**src/rtl/invf_iter.sv**
```systemverilog
// Bit-serial reciprocal z = 1/x for the 16-bit float format (1/8/7, hidden one), one quotient bit per clock.
// Optional build macro INVF_ROUND_EN adds a guard iteration and round-half-up; undefined gives truncation.
module invf_iter #(
    parameter int EXP_W = 8,
    parameter int SIG_W = 7,
    parameter int BIAS  = 127
) (
    input  logic                   clk,
    input  logic                   rst_n,
    input  logic                   start,
    input  logic [EXP_W+SIG_W:0]   x,
    output logic                   busy,
    output logic                   valid,
    output logic [EXP_W+SIG_W:0]   z
);
    localparam int W  = EXP_W + SIG_W + 1;
    localparam int Q  = SIG_W + 1;
`ifdef INVF_ROUND_EN
    localparam int N  = Q + 1;
`else
    localparam int N  = Q;
`endif
    localparam int CW = $clog2(Q + 2);

    localparam logic [EXP_W-1:0] EMAX     = '1;
    localparam logic [EXP_W:0]   TWO_BIAS = (EXP_W+1)'(2 * BIAS);
    localparam logic [EXP_W:0]   EZ_K     = (EXP_W+1)'(2 * BIAS - 1);

    typedef enum logic [1:0] {IDLE, FAST, DIV} state_t;

    state_t             state_reg, state_next;
    logic               s_reg, s_next;
    logic [EXP_W-1:0]   e_reg, e_next;
    logic [SIG_W-1:0]   sig_reg, sig_next;
    logic [Q-1:0]       rem_reg, rem_next;
    logic [N-1:0]       q_reg, q_next;
    logic [CW-1:0]      count_reg, count_next;
    logic [W-1:0]       z_reg, z_next;
    logic               valid_reg, valid_next;

    // operand decode, only consumed on the accepting edge
    logic [EXP_W-1:0]   x_e;
    logic [SIG_W-1:0]   x_sig;
    logic               x_fast;

    assign x_e    = x[W-2:SIG_W];
    assign x_sig  = x[SIG_W-1:0];
    assign x_fast = (x_e == '0) || (x_e == EMAX) || (x_sig == '0);

    // fast-path result from the captured operand
    logic [EXP_W:0]     pe;
    logic [W-1:0]       fast_z;

    always_comb begin
        pe     = TWO_BIAS - {1'b0, e_reg};
        fast_z = {s_reg, {(W-1){1'b0}}};
        if (e_reg == '0)
            fast_z = {s_reg, EMAX, {SIG_W{1'b0}}};
        else if (e_reg != EMAX && {1'b0, e_reg} < TWO_BIAS)
            fast_z = {s_reg, pe[EXP_W-1:0], {SIG_W{1'b0}}};
    end

    // one restoring step; remainder always stays below the divisor
    logic [Q-1:0]       m;
    logic [Q:0]         shifted, diff;
    logic               ge;
    logic [Q-1:0]       rem_it;
    logic [N-1:0]       q_it;

    assign m       = {1'b1, sig_reg};
    assign shifted = {rem_reg, 1'b0};
    assign diff    = shifted - {1'b0, m};
    assign ge      = shifted >= {1'b0, m};
    assign rem_it  = ge ? diff[Q-1:0] : shifted[Q-1:0];
    assign q_it    = {q_reg[N-2:0], ge};

    logic [SIG_W-1:0]   sig_fin;
    logic               unused_bits;
`ifdef INVF_ROUND_EN
    logic [N:0]         g_round;
    assign g_round     = {1'b0, q_it} + (N+1)'(1);
    assign sig_fin     = g_round[SIG_W:1];
    assign unused_bits = ^{g_round[N:SIG_W+1], g_round[0], diff[Q]};
`else
    // quotient MSB is always one and is the hidden bit
    assign sig_fin     = q_it[SIG_W-1:0];
    assign unused_bits = ^{q_it[N-1], diff[Q]};
`endif

    logic [EXP_W:0]     ez;
    logic [W-1:0]       div_z;

    assign ez    = EZ_K - {1'b0, e_reg};
    assign div_z = (!ez[EXP_W] && ez != '0) ? {s_reg, ez[EXP_W-1:0], sig_fin}
                                            : {s_reg, {(W-1){1'b0}}};

    always_comb begin
        state_next = state_reg;
        s_next     = s_reg;
        e_next     = e_reg;
        sig_next   = sig_reg;
        rem_next   = rem_reg;
        q_next     = q_reg;
        count_next = count_reg;
        z_next     = z_reg;
        valid_next = 1'b0;
        case (state_reg)
            IDLE: begin
                if (start) begin
                    s_next     = x[W-1];
                    e_next     = x_e;
                    sig_next   = x_sig;
                    rem_next   = {1'b1, {SIG_W{1'b0}}};
                    q_next     = '0;
                    count_next = '0;
                    state_next = x_fast ? FAST : DIV;
                end
            end
            FAST: begin
                z_next     = fast_z;
                valid_next = 1'b1;
                state_next = IDLE;
            end
            DIV: begin
                rem_next   = rem_it;
                q_next     = q_it;
                count_next = count_reg + CW'(1);
                if (count_reg == CW'(N - 1)) begin
                    z_next     = div_z;
                    valid_next = 1'b1;
                    count_next = '0;
                    state_next = IDLE;
                end
            end
            default: state_next = IDLE;
        endcase
    end

    always_ff @(posedge clk or negedge rst_n) begin
        if (!rst_n) begin
            state_reg <= IDLE;
            s_reg     <= 1'b0;
            e_reg     <= '0;
            sig_reg   <= '0;
            rem_reg   <= '0;
            q_reg     <= '0;
            count_reg <= '0;
            z_reg     <= '0;
            valid_reg <= 1'b0;
        end else begin
            state_reg <= state_next;
            s_reg     <= s_next;
            e_reg     <= e_next;
            sig_reg   <= sig_next;
            rem_reg   <= rem_next;
            q_reg     <= q_next;
            count_reg <= count_next;
            z_reg     <= z_next;
            valid_reg <= valid_next;
        end
    end

    assign busy  = (state_reg != IDLE);
    assign valid = valid_reg;
    assign z     = z_reg;

endmodule

```
**config.mk**
```make
export PLATFORM = sky130hd
export DESIGN_NAME = invf_iter
export DESIGN_NICKNAME = d
export VERILOG_FILES = /design/src/rtl/invf_iter.sv
export SDC_FILE = /design/constraint.sdc
export NUM_CORES = 1
export LEC_CHECK = 0
export ABC_AREA = 1
export ABC_CLOCK_PERIOD_IN_PS = 2530
export BUFFER_PORTS_ARGS = -buffer_cell sky130_fd_sc_hd__buf_2
export CORE_AREA = 8 8 91 93
export DETAILED_ROUTE_END_ITERATION = 8
export DIE_AREA = 0 0 99 101
export MAX_ROUTING_LAYER = met4
export PLACE_DENSITY = 0.73
export SYNTH_ARGS = -nofsm -noshare
export SYNTH_HDL_FRONTEND = slang
export SYNTH_SLANG_ARGS = --single-unit
```
**constraint.sdc**
```tcl
create_clock -name clk -period 2.53 [get_ports clk]
set_input_delay 0.1265 -clock clk [delete_from_list [all_inputs] [get_ports clk]]
set_output_delay 0.1265 -clock clk [all_outputs]
set_load 0.05 [all_outputs]
```
==> out/summary.md <==
The flow ran to the end, and the final reports show no timing, DRC or antenna violations. In the post-synthesis netlist, the biggest area contributors are sky130_fd_sc_hd__dfrtp_1 40%, sky130_fd_sc_hd__nand2_1 15%, sky130_fd_sc_hd__inv_1 7.2%. The tools report the count of final max-slew check failures as 0. The proportion of register bits with asynchronous set or reset after synthesis is 1.00. The hold-fix buffer count after cts was 1; the max-capacitance violation count was 0.

37 I/O pins were placed. Counting flops with a built-in enable in the synthesized netlist gives 0. The run gives 0.557 ns as the worst setup slack after layout. For this run, the number of Yosys warnings is 0. For the number of library cell types mapped by synthesis, the log shows 33.

At the pin with the least slew margin, the transition time is 0.595 ns. The number of H-tree branching levels is 2, and the final cell count without fillers is 568. For the number of standard cells after synthesis, the log shows 447. TritonCTS built the clock tree.

The top-area cell type share of the netlist area is 0.396, and the cell internal power dissipation is 2.23 mW. The number of nets in the synthesized netlist is 485. The tools report the count of endpoints failing setup in the final report as 0. Setup repair after global routing left no endpoint under its margin.

For this run, the detailed router's first-pass iteration total came to 4. The floorplan has 31 rows. The post-route clock period utilization was 0.780; the per-instance average area after synthesis was 7.50 sq um. The worst slew margin relative to its limit was 0.603; the maximum number of pins on one net before global-route repair was 36. The depth of the worst register-to-register path was 13. The path with the worst hold slack has its endpoint at s_reg$_DFFE_PN0P_.

TritonCTS created 5 clock buffers. The setup check on the worst reg-to-reg path leaves a slack of 0.56 ns. Dividing the detail-routed wire length by the instance count gives 13.1 um.

After floorplanning, the core was sized to cover 0.00694 sq mm. The tools report the sum of routed wire length over all layers as 7430 um. The cell class contributing the biggest share of worst-path delay is simple AND/OR/NAND/NOR gates.

The sort of element at the end of the critical path is a register. Buffers inserted during post-CTS setup optimization: 0. The startpoint kind of the worst setup timing path was a register. The first global-routing pass estimated 13200 um of wire. Summing all multi-input logic gate instances after layout gives 0.00172 sq mm. After synthesis, the most frequently instantiated cells are 138 x sky130_fd_sc_hd__nand2_1, 64 x sky130_fd_sc_hd__inv_1, 53 x sky130_fd_sc_hd__dfrtp_1. Clock tree synthesis selected as its root buffer the cell sky130_fd_sc_hd__clkbuf_8. The number of flip-flops under the largest register name works out to 16. Leakage power total: 2.01 nW. The worst register-to-register path begins at sig_reg[1]$_DFFE_PN0P_. Counting flops and latches in the post-synthesis netlist gives 53.

The count of nets left with antenna violations once routing finished came out at 0. The startpoint of the worst hold path was x[15]. The analysis attributes to net switching a power of 2.37 mW.

The sequential cell fraction of total power is 0.326, and the post-synthesis to final-layout area growth is 10.3%. The later pin in the worst-skew pair is clocked with a latency of 0.31 ns. Fill cells in the final layout number 679. Of all cell types, the one taking the most synthesized area is sky130_fd_sc_hd__dfrtp_1. The tools report the global router's overall resource usage as 0.165. Across the whole layout, storage elements account for 0.00133 sq mm. The run gives 0.00988 ns as the worst-case clock skew.

The run gives 5750 um as the post-DP HPWL. The starting density of the core was 0.483. The dominant synthesized flop cell was sky130_fd_sc_hd__dfrtp_1.

At the worst endpoint, the arrival time is 2.19 ns. The most common cell in the netlist was sky130_fd_sc_hd__nand2_1. The tools report the portion of the post-synthesis area used by sequential elements as 0.396. Along the worst hold path, the cell count comes to 3. Clock tree synthesis found a total of 53 sinks. After clock tree synthesis, the clock-pin slew on the worst setup and hold paths is 0.10 ns. The signal on the critical path passes through inv_1, ha_1, ha_1, inv_1, nor2_1, nand3b_1, nand2_1, nor2_2, nand2_2, nand2_1, nand2_1, nand2_1, nand2_1. The run gives 507 MHz as the maximum clock frequency. Among all stages on the critical path, the largest delay is contributed by sky130_fd_sc_hd__dfrtp_1. Global routing finished with a remaining overflow of 0.

The die is 99 um wide. The floorplan step set the die height to 101 um. The congestion estimate from routability-driven global placement came to 0.884. The longest clock path from root to sink contains 2 buffers. The die covers 0.0100 sq mm. For this run, design rule violations remaining after detail routing come to 0. Number of antenna violations at the first check in global routing: 0. The number of buffers and inverters on the critical path was 2; the post-cts resize count was 0.

The run gives 2898 as the via total after detailed routing. The first routing iteration left 145 violations. Summing every instance area after synthesis gives 0.00335 sq mm. The run gives 2.75 ns as the data required time of the worst path. The average vias per placed instance was 5.10; the placed instance area was 0.00359 sq mm.

The count of port buffers added during placement was 36. The logs give 0.772 mV for the worst supply voltage drop on vdd and 2864 for the number of global-route vias before repair. The proportion of layout cells with a drive suffix above 1 is 0.165, and the final period demand of the worst path is 1.97 ns.

In this design, the critical path's most frequently occurring cell is sky130_fd_sc_hd__nand2_1. Of all nets on the critical path, the largest fanout is 12. 0 antenna diodes ended up in the layout. Including well taps, the total number of placed cells is 559. The worst reg2reg path endpoint is rem_reg[6]$_DFFE_PN0P_. The logs give 0.565 for the logic gate share of total power and 0 for the count of endpoints failing hold in the final timing report. The switching share of power was 0.515. The critical path is of the register to register type. The share of power burned in the clock network came out at 0.109. The maximum single-stage delay on the critical path is 0.38 ns.

The net count of the finished layout is 523. For the final standard cell utilization of the core, the log shows 0.533. Before CTS, the worst setup slack after placement is 0.588 ns. The setup TNS came out at 0 ns. Power spread over the standard cell area amounts to 1240 mW/mm^2. Type of the worst min-delay path: input port to register.

The final cell area excluding filler cells came out at 0.00370 sq mm.
[per-stage QoR]
step	total power, mW	hold WS [ns]
2_1_floorplan	3.55	-0.169
3_3_place_gp	4.03	0.104
3_5_place_dp	4.09	0.113
4_1_cts	4.61	0.0132
5_1_grt	5.08	0.0337
6_report	4.60	0.0138
[cell families (layout without fill, tap and decap cells)]
kind of cell,after synthesis,in the layout,share of synthesized area
xor gates and xnor gates,8,8,0.0209
and+or+nand+nor,232,232,0.314
buffers and inverters,75,114,0.0918
adders and majority gates,19,19,0.0732
AOI/OAI and AO/OA,60,60,0.105
DFF,53,53,0.396
[per-layer routing]
| layer | GRT usage | up-vias | part of all wire |
|---|---|---|---|
| met2 | 0.269 | 74 | 0.47 |
| met4 | 0.0437 | 0 | 0.013 |
| met3 | 0.0318 | 8 | 0.044 |
| met5 | - | - | 0 |
| met1 | 0.206 | 1321 | 0.47 |
| li1 | - | 1495 | - |
[layout by cell type (no fill, tap or decap)]
| cell type | Yosys | layout |
|---|---|---|
| sky130_fd_sc_hd__nor2_8 | 1 | 1 |
| sky130_fd_sc_hd__nor2_1 | 30 | 30 |
| sky130_fd_sc_hd__fa_1 | 1 | 1 |
| sky130_fd_sc_hd__o21a_1 | 1 | 1 |
| sky130_fd_sc_hd__clkbuf_8 | 0 | 5 |
| sky130_fd_sc_hd__inv_2 | 3 | 3 |
| sky130_fd_sc_hd__nand2_1 | 138 | 138 |
| sky130_fd_sc_hd__a21oi_1 | 17 | 17 |
| sky130_fd_sc_hd__buf_4 | 0 | 2 |
| sky130_fd_sc_hd__xnor2_1 | 3 | 3 |
| sky130_fd_sc_hd__ha_1 | 18 | 18 |
| sky130_fd_sc_hd__o22ai_1 | 6 | 6 |
| sky130_fd_sc_hd__nand2_2 | 5 | 5 |
| sky130_fd_sc_hd__nand2_4 | 3 | 3 |
| sky130_fd_sc_hd__o21ai_2 | 8 | 8 |
| sky130_fd_sc_hd__nand3_1 | 27 | 27 |
| sky130_fd_sc_hd__nor2_4 | 2 | 2 |
| sky130_fd_sc_hd__dlygate4sd3_1 | 0 | 1 |
| sky130_fd_sc_hd__clkinv_4 | 0 | 1 |
| sky130_fd_sc_hd__nand4_1 | 6 | 6 |
| sky130_fd_sc_hd__a22o_1 | 1 | 1 |
| sky130_fd_sc_hd__nor2_2 | 7 | 7 |
| sky130_fd_sc_hd__nand3b_1 | 2 | 2 |
| sky130_fd_sc_hd__dfrtp_1 | 53 | 53 |
| sky130_fd_sc_hd__nor4_1 | 5 | 5 |
| sky130_fd_sc_hd__inv_6 | 0 | 1 |
| sky130_fd_sc_hd__buf_2 | 3 | 36 |
| sky130_fd_sc_hd__o21ai_0 | 20 | 20 |
| sky130_fd_sc_hd__o21bai_1 | 2 | 2 |
| sky130_fd_sc_hd__clkinvlp_4 | 0 | 1 |
| sky130_fd_sc_hd__nand3_2 | 4 | 4 |
| sky130_fd_sc_hd__or2_2 | 1 | 1 |
| sky130_fd_sc_hd__a31oi_1 | 1 | 1 |
| sky130_fd_sc_hd__o21ai_1 | 4 | 4 |
| sky130_fd_sc_hd__inv_1 | 64 | 64 |
| sky130_fd_sc_hd__nor3_1 | 1 | 1 |
| sky130_fd_sc_hd__xor2_1 | 5 | 5 |
[how the worst max path moves through the flow]
stage / from / end / slack, ns / depth (start not counted)
finish: sig_reg[1]$_DFFE_PN0P_ / rem_reg[6]$_DFFE_PN0P_ / 0.56 / 13
global route: sig_reg[1]$_DFFE_PN0P_ / rem_reg[6]$_DFFE_PN0P_ / 0.32 / 13
CTS: sig_reg[1]$_DFFE_PN0P_ / rem_reg[6]$_DFFE_PN0P_ / 0.56 / 13
detailed placement: sig_reg[1]$_DFFE_PN0P_ / rem_reg[6]$_DFFE_PN0P_ / 0.59 / 13
global placement: sig_reg[1]$_DFFE_PN0P_ / rem_reg[6]$_DFFE_PN0P_ / 0.68 / 13
floorplan: sig_reg[1]$_DFFE_PN0P_ / rem_reg[7]$_DFFE_PN0P_ / 0.78 / 14
[cell type report]
class | count | share of cell area
multi-input cells | 319 | 0.465
clock inverters | 3 | 0.00677
clock buffers | 5 | 0.0186
flip-flops and latches | 53 | 0.359
repair buffers | 39 | 0.0555
well taps | 82 | 0.0277
inverters | 67 | 0.0680
[power by group through the flow]
stage,combinational (mW),sequential (mW),clock [mW]
6_report,2.60,1.50,0.501
5_1_grt,2.98,1.55,0.555
4_1_cts,2.60,1.50,0.514
3_5_place_dp,2.58,1.51,0
3_3_place_gp,2.53,1.50,0
2_1_floorplan,1.88,1.66,0
[worst register-to-register path: stages, from the launching register on]
cell,delay (ns)
sky130_fd_sc_hd__dfrtp_1,0.38
sky130_fd_sc_hd__inv_1,0.06
sky130_fd_sc_hd__ha_1,0.33
sky130_fd_sc_hd__ha_1,0.20
sky130_fd_sc_hd__inv_1,0.06
sky130_fd_sc_hd__nor2_1,0.04
sky130_fd_sc_hd__nand3b_1,0.07
sky130_fd_sc_hd__nand2_1,0.07
sky130_fd_sc_hd__nor2_2,0.16
sky130_fd_sc_hd__nand2_2,0.18
sky130_fd_sc_hd__nand2_1,0.15
sky130_fd_sc_hd__nand2_1,0.07
sky130_fd_sc_hd__nand2_1,0.05
sky130_fd_sc_hd__nand2_1,0.04
Power figures use the tool's default switching activity.
